## config.mk

```make
export PLATFORM = sky130hd
export DESIGN_NAME = tcm_port_arbiter
export DESIGN_NICKNAME = d
export VERILOG_FILES = /design/src/rtl/tcm_port_arbiter_pkg.sv /design/src/rtl/tcm_port_arbiter_rr_arb2.sv /design/src/rtl/tcm_port_arbiter.sv
export SDC_FILE = /design/constraint.sdc
export NUM_CORES = 1
export LEC_CHECK = 0
export BUFFER_PORTS_ARGS = -buffer_cell sky130_fd_sc_hd__buf_2
export CAP_MARGIN = 30
export CORE_AREA = 3 3 175 177
export DETAILED_ROUTE_END_ITERATION = 7
export DIE_AREA = 0 0 178 180
export SETUP_SLACK_MARGIN = 0.1
export SLEW_MARGIN = 20
export SYNTH_ARGS = -nofsm -noshare
export SYNTH_HDL_FRONTEND = slang
export SYNTH_HIERARCHICAL = 1
export SYNTH_SLANG_ARGS = --single-unit
```

## constraint.sdc

```tcl
create_clock -name clk_i -period 1.86 [get_ports clk_i]
set_input_delay 0 -clock clk_i [delete_from_list [all_inputs] [get_ports clk_i]]
set_output_delay 0 -clock clk_i [all_outputs]
set_load 0.01 [all_outputs]
```

## src/rtl/tcm_port_arbiter_pkg.sv

```systemverilog
// Shared widths and FSM state encoding for the TCM port arbiter.
package tcm_port_arbiter_pkg;

  localparam int unsigned TCM_ADDR_W = 14;
  localparam int unsigned TCM_DATA_W = 64;

  // Zero-fill after reset, then a terminal run state.
  typedef enum logic {
    S_INIT = 1'b0,
    S_RUN  = 1'b1
  } tcm_state_e;

endpackage

```

## src/rtl/tcm_port_arbiter_rr_arb2.sv

```systemverilog
// Two-way round-robin arbiter: a lone requester always wins; on contention
// the requester that was not granted last wins. Pointer moves only on a grant.
module tcm_port_arbiter_rr_arb2 (
  input  logic       clk_i,
  input  logic       rst_i,
  input  logic [1:0] req,
  input  logic       advance,
  output logic [1:0] grant
);

  // 1 = requester B (bit 1) was granted last, so A is favoured next.
  logic last_q;

  // Pointer register; reset favours A.
  always_ff @(posedge clk_i) begin
    if (rst_i) begin
      last_q <= 1'b1;
    end else if (advance) begin
      last_q <= grant[1];
    end
  end

  // Grant selection.
  always_comb begin
    grant = req;
    if (req == 2'b11) begin
      grant = last_q ? 2'b01 : 2'b10;
    end
  end

endmodule

```

## src/rtl/tcm_port_arbiter.sv

```systemverilog
// Shares one TCM RAM port between the core data side (A) and the external
// loader/debug side (B). Zero-fills the RAM after reset, then grants one
// access per cycle round-robin and returns ack/read data one cycle later.
module tcm_port_arbiter
  import tcm_port_arbiter_pkg::*;
#(
  parameter int unsigned ADDR_W        = TCM_ADDR_W,
  parameter int unsigned DATA_W        = TCM_DATA_W,
  parameter bit          INIT_ON_RESET = 1'b1
) (
  input  logic                  clk_i,
  input  logic                  rst_i,

  input  logic                  a_rd_i,
  input  logic [DATA_W/8-1:0]   a_wr_i,
  input  logic [ADDR_W-1:0]     a_addr_i,
  input  logic [DATA_W-1:0]     a_data_wr_i,
  output logic                  a_accept_o,
  output logic                  a_ack_o,
  output logic [DATA_W-1:0]     a_data_rd_o,

  input  logic                  b_rd_i,
  input  logic [DATA_W/8-1:0]   b_wr_i,
  input  logic [ADDR_W-1:0]     b_addr_i,
  input  logic [DATA_W-1:0]     b_data_wr_i,
  output logic                  b_accept_o,
  output logic                  b_ack_o,
  output logic [DATA_W-1:0]     b_data_rd_o,

  output logic [ADDR_W-1:0]     ram_addr_o,
  output logic [DATA_W-1:0]     ram_data_o,
  output logic [DATA_W/8-1:0]   ram_wr_o,
  input  logic [DATA_W-1:0]     ram_data_i,

  output logic                  init_busy_o
);

  localparam int unsigned STRB_W = DATA_W / 8;

  tcm_state_e          state_q, state_d;
  logic [ADDR_W-1:0]   cnt_q, cnt_d;
  logic [1:0]          req;
  logic [1:0]          grant;
  logic                run;
  logic                pend_valid_q;
  logic                pend_owner_q;   // 0 = A, 1 = B

  assign run = (state_q == S_RUN) && !rst_i;
  assign req = {b_rd_i | (|b_wr_i), a_rd_i | (|a_wr_i)} & {2{run}};

  tcm_port_arbiter_rr_arb2 u_arb (
    .clk_i   (clk_i),
    .rst_i   (rst_i),
    .req     (req),
    .advance (|grant),
    .grant   (grant)
  );

  // FSM state and zero-fill counter registers.
  always_ff @(posedge clk_i) begin
    if (rst_i) begin
      state_q <= INIT_ON_RESET ? S_INIT : S_RUN;
      cnt_q   <= '0;
    end else begin
      state_q <= state_d;
      cnt_q   <= cnt_d;
    end
  end

  // Next state and RAM-port / accept muxing.
  always_comb begin
    state_d    = state_q;
    cnt_d      = cnt_q;
    ram_addr_o = '0;
    ram_data_o = '0;
    ram_wr_o   = '0;
    a_accept_o = 1'b0;
    b_accept_o = 1'b0;

    case (state_q)
      S_INIT: begin
        if (cnt_q == {ADDR_W{1'b1}}) begin
          state_d = S_RUN;
        end else begin
          cnt_d = cnt_q + ADDR_W'(1);
        end
        if (!rst_i) begin
          ram_addr_o = cnt_q;
          ram_wr_o   = {STRB_W{1'b1}};
        end
      end
      S_RUN: begin
        if (grant[0]) begin
          a_accept_o = 1'b1;
          ram_addr_o = a_addr_i;
          ram_data_o = a_data_wr_i;
          ram_wr_o   = a_wr_i;
        end else if (grant[1]) begin
          b_accept_o = 1'b1;
          ram_addr_o = b_addr_i;
          ram_data_o = b_data_wr_i;
          ram_wr_o   = b_wr_i;
        end
      end
      default: begin
        state_d = S_INIT;
      end
    endcase
  end

  // Remember who was granted so the ack lands on the right requester.
  always_ff @(posedge clk_i) begin
    if (rst_i) begin
      pend_valid_q <= 1'b0;
      pend_owner_q <= 1'b0;
    end else begin
      pend_valid_q <= |grant;
      pend_owner_q <= grant[1];
    end
  end

  // Ack routing; an in-flight ack is dropped while reset is asserted.
  assign a_ack_o     = pend_valid_q & ~pend_owner_q & ~rst_i;
  assign b_ack_o     = pend_valid_q &  pend_owner_q & ~rst_i;
  assign a_data_rd_o = a_ack_o ? ram_data_i : '0;
  assign b_data_rd_o = b_ack_o ? ram_data_i : '0;

  assign init_busy_o = rst_i ? INIT_ON_RESET : (state_q == S_INIT);

endmodule

```

==> results of run 1 <==
==> worst max path at each step <==
stage | from | to | slack, ps
2_1_floorplan | state_q$_SDFF_PP0_ | ram_data_o[34] | 120
4_1_cts | state_q$_SDFF_PP0_ | ram_data_o[27] | -180
5_1_grt | state_q$_SDFF_PP0_ | ram_addr_o[12] | -260
6_report | state_q$_SDFF_PP0_ | ram_data_o[7] | -130
3_5_place_dp | state_q$_SDFF_PP0_ | ram_data_o[4] | -30
3_3_place_gp | a_wr_i[0] | ram_data_o[4] | 5
==> flip-flops by register name (all words and copies together), names as in the netlist <==
| name | count |
|---|---|
| pend_owner_q | 1 |
| pend_valid_q | 1 |
| state_q | 1 |
| u_arb/last_q | 1 |
| cnt_q | 14 |
==> stage by stage <==
step | instances | cell area (um2) | setup TNS [ps]
2_1_floorplan | 376 | 2784 | 0
3_3_place_gp | 1214 | 5728 | 0
3_5_place_dp | 1214 | 5728 | -32.69
4_1_cts | 1221 | 5958 | -7013
5_1_grt | 1242 | 6299 | -13880
6_report | 1242 | 6299 | -5751
==> metal layers <==
| layer | global-route usage (%) | vias up | routed length, um |
|---|---|---|---|
| li1 | - | 2327 | - |
| met1 | 14.71 | 2278 | 9243 |
| met2 | 18.68 | 288 | 10420 |
| met3 | 1.584 | 26 | 1712 |
| met4 | 4.555 | 4 | 539 |
| met5 | 0 | - | 27 |
==> power breakdown <==
group	switching [mW]	total, mW	leakage [nW]	internal [mW]
combinational	0.163	0.379	3.51	0.216
clock	0.158	0.486	0.0442	0.328
sequential	0.00656	0.398	0.146	0.391
total	0.327	1.26	3.70	0.935
==> critical path, stage by stage, from the launching register on <==
cell and delay [ps]:
dfxtp_2 350, nand2b_4 80, a31oi_4 160, a21boi_4 240
and2_4 300, buf_12 170, buf_12 120, a22o_1 180
buf_6 130
==> logic make-up (layout without fill, tap and decap cells) <==
| group | count (synthesis) | count (layout) | synth area share, % |
|---|---|---|---|
| xor gates and xnor gates | 1 | 1 | 0.3172 |
| muxes | 3 | 3 | 1.178 |
| DFF | 18 | 18 | 13.05 |
| and+or+nand+nor | 185 | 185 | 41.78 |
| adders and majority gates | 1 | 1 | 0.4530 |
| other | 0 | 7 | 0 |
| buffers and inverters | 56 | 525 | 7.929 |
| AOI/OAI and AO/OA | 112 | 112 | 35.30 |
==> what timing repair did <==
action	in CTS	in global routing
gates cloned	1	10
pin swaps	26	6
resized for setup	20	16
setup buffers	3	5
endpoints found under the setup margin	88	90
==> area by class of cell <==
type | instances | area, um2 | share of cell area, %
antenna | 7 | 17.52 | 0.2781
timing repair buffer | 503 | 2984 | 47.38
multi-input combinational | 302 | 2291 | 36.37
tap | 390 | 488.0 | 7.747
inverter | 18 | 67.56 | 1.073
clock buffer | 4 | 88.84 | 1.410
sequential | 18 | 361.6 | 5.741
==> cell usage in the layout, fill, tap and decap left out, types with 2 or more instances in the layout <==
cell / synthesis / final
a21boi_4: 0 / 2
nor2b_1: 6 / 6
or4_1: 2 / 2
a22o_4: 0 / 2
mux2_1: 2 / 2
a22o_1: 64 / 62
nand3_1: 3 / 3
nand2_1: 4 / 3
buf_8: 0 / 3
a222oi_1: 14 / 14
buf_6: 0 / 13
nor4_1: 2 / 2
nor2_1: 15 / 13
nand2_2: 1 / 2
buf_4: 0 / 20
a221o_1: 8 / 8
and2_1: 132 / 131
a211oi_1: 2 / 2
diode_2: 0 / 7
nand2b_1: 3 / 2
a21oi_1: 7 / 7
nor2_4: 1 / 2
dfxtp_1: 18 / 17
buf_12: 0 / 11
nor3_1: 4 / 4
clkbuf_16: 0 / 10
inv_1: 18 / 18
o31ai_1: 2 / 2
a41oi_1: 2 / 2
a31oi_4: 0 / 2
buf_2: 6 / 449
==> flow_summary.toml, run 1 <==
[pwr]
p_per_area_nw_per_um2 = 200.4
p_leak_nw = 3.696
worst_ir_drop_vdd_v = 0.0003280
power_mw = 1.262

[place]
numPortBuffers = 458
gp_congestion = 0.9083
dp_hpwl_mm = 18.04
dpl_worst_slack_ps = -32.69

[floorplan]
boundaryPins = 459
die-height_um = 180
die_w_um = 178
die_area_um2 = 32040
start_util_pct = 9.392
core_area_um2 = 29400
fp-row-count = 63

[finish]
nFillCells = 3290
fin_util_pct = 21.42
drive_above_1_share_pct = 62.84
fin_nets = 1087
area_growth_syn_to_layout_pct = 128.1

[routing]
wire_per_inst_um = 17.67
drt-vias-per-instance = 3.964
first_pass_iters = 5
wirelength_mm = 21.95
vias = 4923
drtIter0Drc = 327
drc_errors = 0
ant_nets = 0

[timing]
timing.fmax_ghz = 0.5030
maxSlewViolCount = 0
hold_slack_ps = 247.6
timing.final.crit_share_pct = 106.9
final-setup-viol-count = 86
clock_skew_ps = 4.472
slew_headroom_pct = 70.31
rsz0062_at_grt = "yes"
worst_pin_slew_ps = 441.9
period_minus_slack_ps = 1988
setup_ws_ps = -128.0
hold_viol_final = 0

[critical_path]
crit_type = "reg -> out"
end_kind = "primary output"
r2r_slack_ps = 200
rr_startpoint = "state_q$_SDFF_PP0_"
cp.arrival_ps = 1990
crit_required_ps = 1860
critPathMaxFanout = 6
r2r-end = "cnt_q[11]$_SDFFE_PP0P_"
startpoint_type = "flop"
reg2reg_depth = 5

[logic_synthesis]
ys_warn_count = 6
ys_async_sr_fraction_pct = 0
ys_ff_latch = 18
syn-num-nets = 617
ys_seq_area_share_pct = 13.05
synth_edf_count = 0
synthDistinctLibCells = 50
yosysMostFrequentCell = "and2_1"
synth-main-ff-cell = "dfxtp_1"
synth_area_leaders = "and2_1 30%, a22o_1 20%, dfxtp_1 13%, a222oi_1 5.1%, clkbuf_1 3.8%"
post-synth-top-area-cell = "and2_1"
synth_common_cells = "132 x and2_1, 64 x a22o_1, 28 x clkbuf_1"
netlist.area_leader.share_pct = 29.90
syn_inst = 376
netlist_area_um2 = 2761
synthesis.area_per_instance_um2 = 7.344

[cts]
clockBufferDepth = 2
cts_tree = "yes"
cts-root-buf = "clkbuf_16"
clock_sinks = 18
htree_levels = 1
path_clk_slew_ps = 60
cts_buffers = 3
cts_hold_buf = 0
worstSkewPairLatency_ps = 250

[status]
failed_checks = "negative setup slack"
status = "finished, violations left"

[global_routing]
antenna_found_initial = 12
grt_usage_pct = 11.31
grt_pass1_vias = 4275
grt_max_degree = 66
grt_overflow = 0
grt_pass1_wl_mm = 27.64

[min_path]
min_to = "cnt_q[4]$_SDFFE_PP0P_"
worst_hold_path.num_cells = 3
min_from = "rst_i"
hold_class = "in -> reg"

[run]
max_cap_violations = 0
Note: power is estimated with default switching activity, not from simulation.
==> run 2, diff against run 1 <==
Settings changed: PLACE_DENSITY set to 0.43.
==> flow_summary.toml, run 2 (synthesis results as in run 1) <==
[status]
status = "finished, violations left"
failed_checks = "negative setup slack"

[pwr]
power_mw = 1.217
p_per_area_nw_per_um2 = 192.2
worst_ir_drop_vdd_v = 0.0002451
p_leak_nw = 3.712

[timing]
rsz0062_at_grt = "yes"
slew_headroom_pct = 66.26
hold_viol_final = 0
period_minus_slack_ps = 2051
worst_pin_slew_ps = 505.5
timing.fmax_ghz = 0.4876
setup_ws_ps = -190.7
hold_slack_ps = 295.4
timing.final.crit_share_pct = 110.3
final-setup-viol-count = 86
maxSlewViolCount = 0
clock_skew_ps = 2.074

[floorplan]
core_area_um2 = 29400
die_w_um = 178
die_area_um2 = 32040
start_util_pct = 9.392
fp-row-count = 63
die-height_um = 180
boundaryPins = 459

[routing]
drtIter0Drc = 353
first_pass_iters = 7
ant_nets = 0
wirelength_mm = 21.86
drc_errors = 0
wire_per_inst_um = 17.69
vias = 4799
drt-vias-per-instance = 3.883

[critical_path]
cp.depth = 10
rr_startpoint = "state_q$_SDFF_PP0_"
crit_start = "state_q$_SDFF_PP0_"
crit_required_ps = 1860
r2r-end = "cnt_q[5]$_SDFFE_PP0P_"
reg2reg_depth = 6
crit_path_frequent_cell = "buf_12"
path_cells = "nand2b_4, a31oi_4, a21boi_4, nand2_2, nor2_4, buf_6, buf_12, buf_12, a22o_1, buf_2"
startpoint_type = "flop"
path_buf_inv = 4
end_kind = "primary output"
cp_top_family = "compound AO/OA/AOI/OAI gates"
r2r_slack_ps = 190
critPathCapture = "ram_data_o[31]"
cp.arrival_ps = 2050
crit_type = "reg -> out"
critPathMaxFanout = 8
cp_slowest_cell = "dfxtp_2"
critPathMaxStageDelay_ps = 340

[place]
dp_hpwl_mm = 17.98
postPlaceCellArea_um2 = 5715
gp_congestion = 0.8649
numPortBuffers = 458

[finish]
fin_util_pct = 21.55
largest_register_ffs = 14
finalInstanceArea_um2 = 6335
area_growth_syn_to_layout_pct = 129.4
drive_above_1_share_pct = 63.63
fin_nets = 1087
largest-register = "cnt_q"
nFillCells = 3300
final_common_cell = "buf_2"
layout_common_cells = "445 x buf_2, 131 x and2_1, 59 x a22o_1, 22 x buf_4, 18 x inv_1"

[cts]
clockBufferDepth = 2
htree_levels = 1
cts_hold_buf = 0
worstSkewPairLatency_ps = 250
cts_buffers = 3
cts_tree = "yes"
path_clk_slew_ps = 50
cts-root-buf = "clkbuf_16"
clock_sinks = 18

[global_routing]
antenna_found_initial = 10
grt_overflow = 0
grt_pass1_vias = 4299
grt_pass1_wl_mm = 28.46
grt_usage_pct = 11.70
grt_max_degree = 66

[run]
max_cap_violations = 0

[min_path]
hold_class = "in -> out"
run 2: metrics by stage:
step           setup WS, ps  setup TNS [ps]  instances
6_report             -190.7           -9841       1236
5_1_grt              -244.4          -16700       1236
4_1_cts              -168.3           -9360       1223
3_5_place_dp          72.87               0       1213
3_3_place_gp          94.87               0       1212
2_1_floorplan         117.0               0        376
run 2: area by class of cell:
cell class / count / area [um2] / area share (%)
antenna: 2 / 5.005 / 0.07900
clock buffer: 3 / 75.07 / 1.185
inverter: 18 / 67.56 / 1.067
multi-input combinational: 302 / 2326 / 36.72
sequential: 18 / 362.8 / 5.728
tap: 390 / 488.0 / 7.703
timing repair buffer: 503 / 3010 / 47.52
run 2: layer usage:
layer  GRT usage (%)  up-vias  wire [um]
met5               0        -         13
met4           1.979        2        255
met3           1.901       20       1681
met2           21.92      254      11240
met1           13.99     2199       8678
li1                -     2324          -
run 2: repair_timing:
item / in CTS / in global routing
buffers inserted: 5 / 4
gates cloned: 2 / 7
gates resized for setup: 29 / 19
setup endpoints to repair: 88 / 94
pin swaps: 14 / 38
run 2: power breakdown:
part           internal, mW  switching (mW)  leakage [nW]
Sequential            0.392         0.00826         0.146
Clock                 0.283           0.151        0.0370
Combinational         0.217           0.166          3.53
Total                 0.892           0.325          3.71
run 2: worst min-delay path, stage by stage:
cell    delay [ps]
buf_2           80
and2_1         100
buf_2          120
run 2: worst min path at each step:
stage / from / end / slack [ps] / cells past startpoint
after global routing: a_data_wr_i[29] / ram_data_o[29] / 310 / 3
final: ram_data_i[11] / b_data_rd_o[11] / 300 / 3
after floorplan: rst_i / u_arb/last_q$_SDFFE_PP1P_ / 90 / 1
after CTS: ram_data_i[11] / b_data_rd_o[11] / 300 / 3
after detailed placement: a_data_wr_i[28] / ram_data_o[28] / 300 / 3
after global placement: ram_data_i[9] / b_data_rd_o[9] / 300 / 3
==> run 3, diff against run 2 <==
Settings changed: ABC_AREA set to 1, CAP_MARGIN 30 to 20, CORE_AREA 3 3 175 177 to 3 3 178 180, DIE_AREA 0 0 178 180 to 0 0 181 183.
==> flow_summary.toml, run 3 <==
[status]
status = "finished, violations left"
failed_checks = "negative setup slack"

[routing]
vias = 5222
wirelength_mm = 20.18
wire_per_inst_um = 14.54
drtIter0Drc = 249
ant_nets = 0
drt-vias-per-instance = 3.762
drc_errors = 0
first_pass_iters = 4

[global_routing]
grt_pass1_wl_mm = 27.82
grt_overflow = 0
antenna_found_initial = 3
grt_max_degree = 65
grt_usage_pct = 10.46
grt_pass1_vias = 4644

[min_path]
worst_hold_path.num_cells = 3
hold_class = "in -> reg"

[logic_synthesis]
ys_warn_count = 6
synth_edf_count = 0
syn-num-nets = 778
ys_async_sr_fraction_pct = 0
synthesis.area_per_instance_um2 = 5.317
netlist.area_leader.share_pct = 21.82
ys_ff_latch = 18
yosysMostFrequentCell = "nor2_1"
ys_seq_area_share_pct = 12.62
synthDistinctLibCells = 25
synth-main-ff-cell = "dfxtp_1"
post-synth-top-area-cell = "nor2_1"
synth_area_leaders = "nor2_1 22%, a22o_1 20%, dfxtp_1 13%, nand2_1 12%, inv_1 11%"
netlist_area_um2 = 2855
synth_common_cells = "166 x nor2_1, 90 x nand2_1, 86 x inv_1"
syn_inst = 537

[cts]
path_clk_slew_ps = 60
cts_hold_buf = 0
htree_levels = 1
cts_tree = "yes"
cts-root-buf = "clkbuf_16"
cts_buffers = 3
clockBufferDepth = 2
worstSkewPairLatency_ps = 250
clock_sinks = 18

[timing]
setup_ws_ps = -70.55
timing.fmax_ghz = 0.5180
period_minus_slack_ps = 1931
maxSlewViolCount = 0
worst_pin_slew_ps = 473.5
clock_skew_ps = 2.648
timing.final.crit_share_pct = 103.8
rsz0062_at_grt = "yes"
slew_headroom_pct = 68.14
final-setup-viol-count = 36
hold_slack_ps = 96.55
hold_viol_final = 0

[floorplan]
die_area_um2 = 33120
core_area_um2 = 30350
boundaryPins = 459
fp-row-count = 64
die-height_um = 183
start_util_pct = 9.408
die_w_um = 181

[pwr]
combPwrFrac_pct = 32.3
p_seq_share_pct = 30.3
p_sw_uw = 371.6
p_leak_nw = 3.945
p_per_area_nw_per_um2 = 213.9
clkPwrFrac_pct = 37.4
sw_frac_of_total_pct = 28.21
intPower_uw = 945.8
worst_ir_drop_vdd_v = 0.0002659

[critical_path]
reg2reg_depth = 6
crit_type = "reg -> out"
path_cells = "nand2_4, a31oi_4, a21boi_4, nand2_2, inv_8, buf_12, a22o_1, buf_2"
startpoint_type = "flop"
crit_required_ps = 1860
critPathMaxFanout = 14
cp.arrival_ps = 1930
end_kind = "primary output"
cp_slowest_cell = "dfxtp_2"
r2r_slack_ps = 290
critPathMaxStageDelay_ps = 350

[place]
gp_congestion = 0.9292
dpl_worst_slack_ps = 59.10
postPlaceCellArea_um2 = 5732
dp_hpwl_mm = 16.55
numPortBuffers = 458

[finish]
drive_above_1_share_pct = 53.23
fin_util_pct = 20.30
antenna_cells = 0
largest_register_ffs = 14
largest-register = "cnt_q"
final_common_cell = "buf_2"
finalInstanceArea_um2 = 6160
area_growth_syn_to_layout_pct = 115.7
fin_nets = 1234
layout_common_cells = "453 x buf_2, 165 x nor2_1, 84 x inv_1, 80 x nand2_1, 63 x a22o_1"

[run]
max_cap_violations = 0
==> run 3: changes by cell type after synthesis, moves of 14 or more <==
cell,delta
nand3_1,+33
and2_1,-131
nor2_1,+151
clkbuf_1,-14
a222oi_1,-14
nand2_1,+86
inv_1,+68
==> run 3: repair_timing <==
item	in CTS	in global routing
setup buffers	4	1
resized for setup	34	17
pin swaps	3	4
hold endpoints to repair	0	0
setup endpoints to repair	88	129
gates cloned	4	3
==> run 3: worst paths after layout <==
kind                        startpoint                        end
min reg2reg  u_arb/last_q$_SDFFE_PP1P_  u_arb/last_q$_SDFFE_PP1P_
max                 state_q$_SDFF_PP0_             ram_data_o[52]
max reg2reg      cnt_q[1]$_SDFFE_PP0P_     cnt_q[11]$_SDFFE_PP0P_
min                              rst_i         state_q$_SDFF_PP0_
==> run 3: critical path, delay by kind of cell (launching register included) <==
| family | cells | cell delay [ps] |
|---|---|---|
| compound gates | 3 | 670 |
| buf+inv | 3 | 450 |
| flops | 1 | 350 |
| simple gates | 2 | 200 |
==> run 3: cells by family (layout without fill, tap and decap cells) <==
family | count (synthesis) | after routing | share of synthesized area, %
AO/OA/AOI/OAI | 86 | 86 | 24.06
buffers and inverters | 126 | 581 | 18.58
adder cells (fa/ha/maj) | 1 | 1 | 0.4381
AND/OR/NAND/NOR | 306 | 306 | 44.30
flip-flops | 18 | 18 | 12.62
==> run 3: layer usage <==
metal  wire length [um]  share of wire, %  GRT usage [%]  up-vias
met3               1451               7.2          1.745       12
met2              10350                51          18.97      234
met1               8228                41          13.61     2365
met5                 13             0.064              0        -
met4                137              0.68         0.8836        2
li1                   -                 -              -     2609
==> run 3: area by class of cell <==
cell class                      count  area [um2]
Clock buffer                        4       88.84
Inverter                           90       357.8
Fill cell                        3496       24190
Tap cell                          396       495.5
Sequential cell                    18       361.6
Timing Repair Buffer              487        2740
Multi-Input combinational cell    393        2116
==> run 3: power groups by stage <==
| stage | clock network (mW) | registers [mW] | logic [mW] |
|---|---|---|---|
| CTS | 0.515 | 0.399 | 0.424 |
| global route | 0.529 | 0.400 | 0.468 |
| detailed placement | 0 | 0.407 | 0.410 |
| finish | 0.493 | 0.399 | 0.426 |
| global placement | 0 | 0.407 | 0.408 |
| floorplan | 0 | 0.405 | 0.0923 |
==> run 3: per-stage QoR <==
stage | TNS (ps) | power, mW | cells
final | -457.5 | 1.317 | 1388
after CTS | -4778 | 1.338 | 1387
after detailed placement | 0 | 0.8176 | 1375
after global placement | 0 | 0.8153 | 1375
after floorplan | 0 | 0.4973 | 537
after global routing | -8865 | 1.397 | 1388
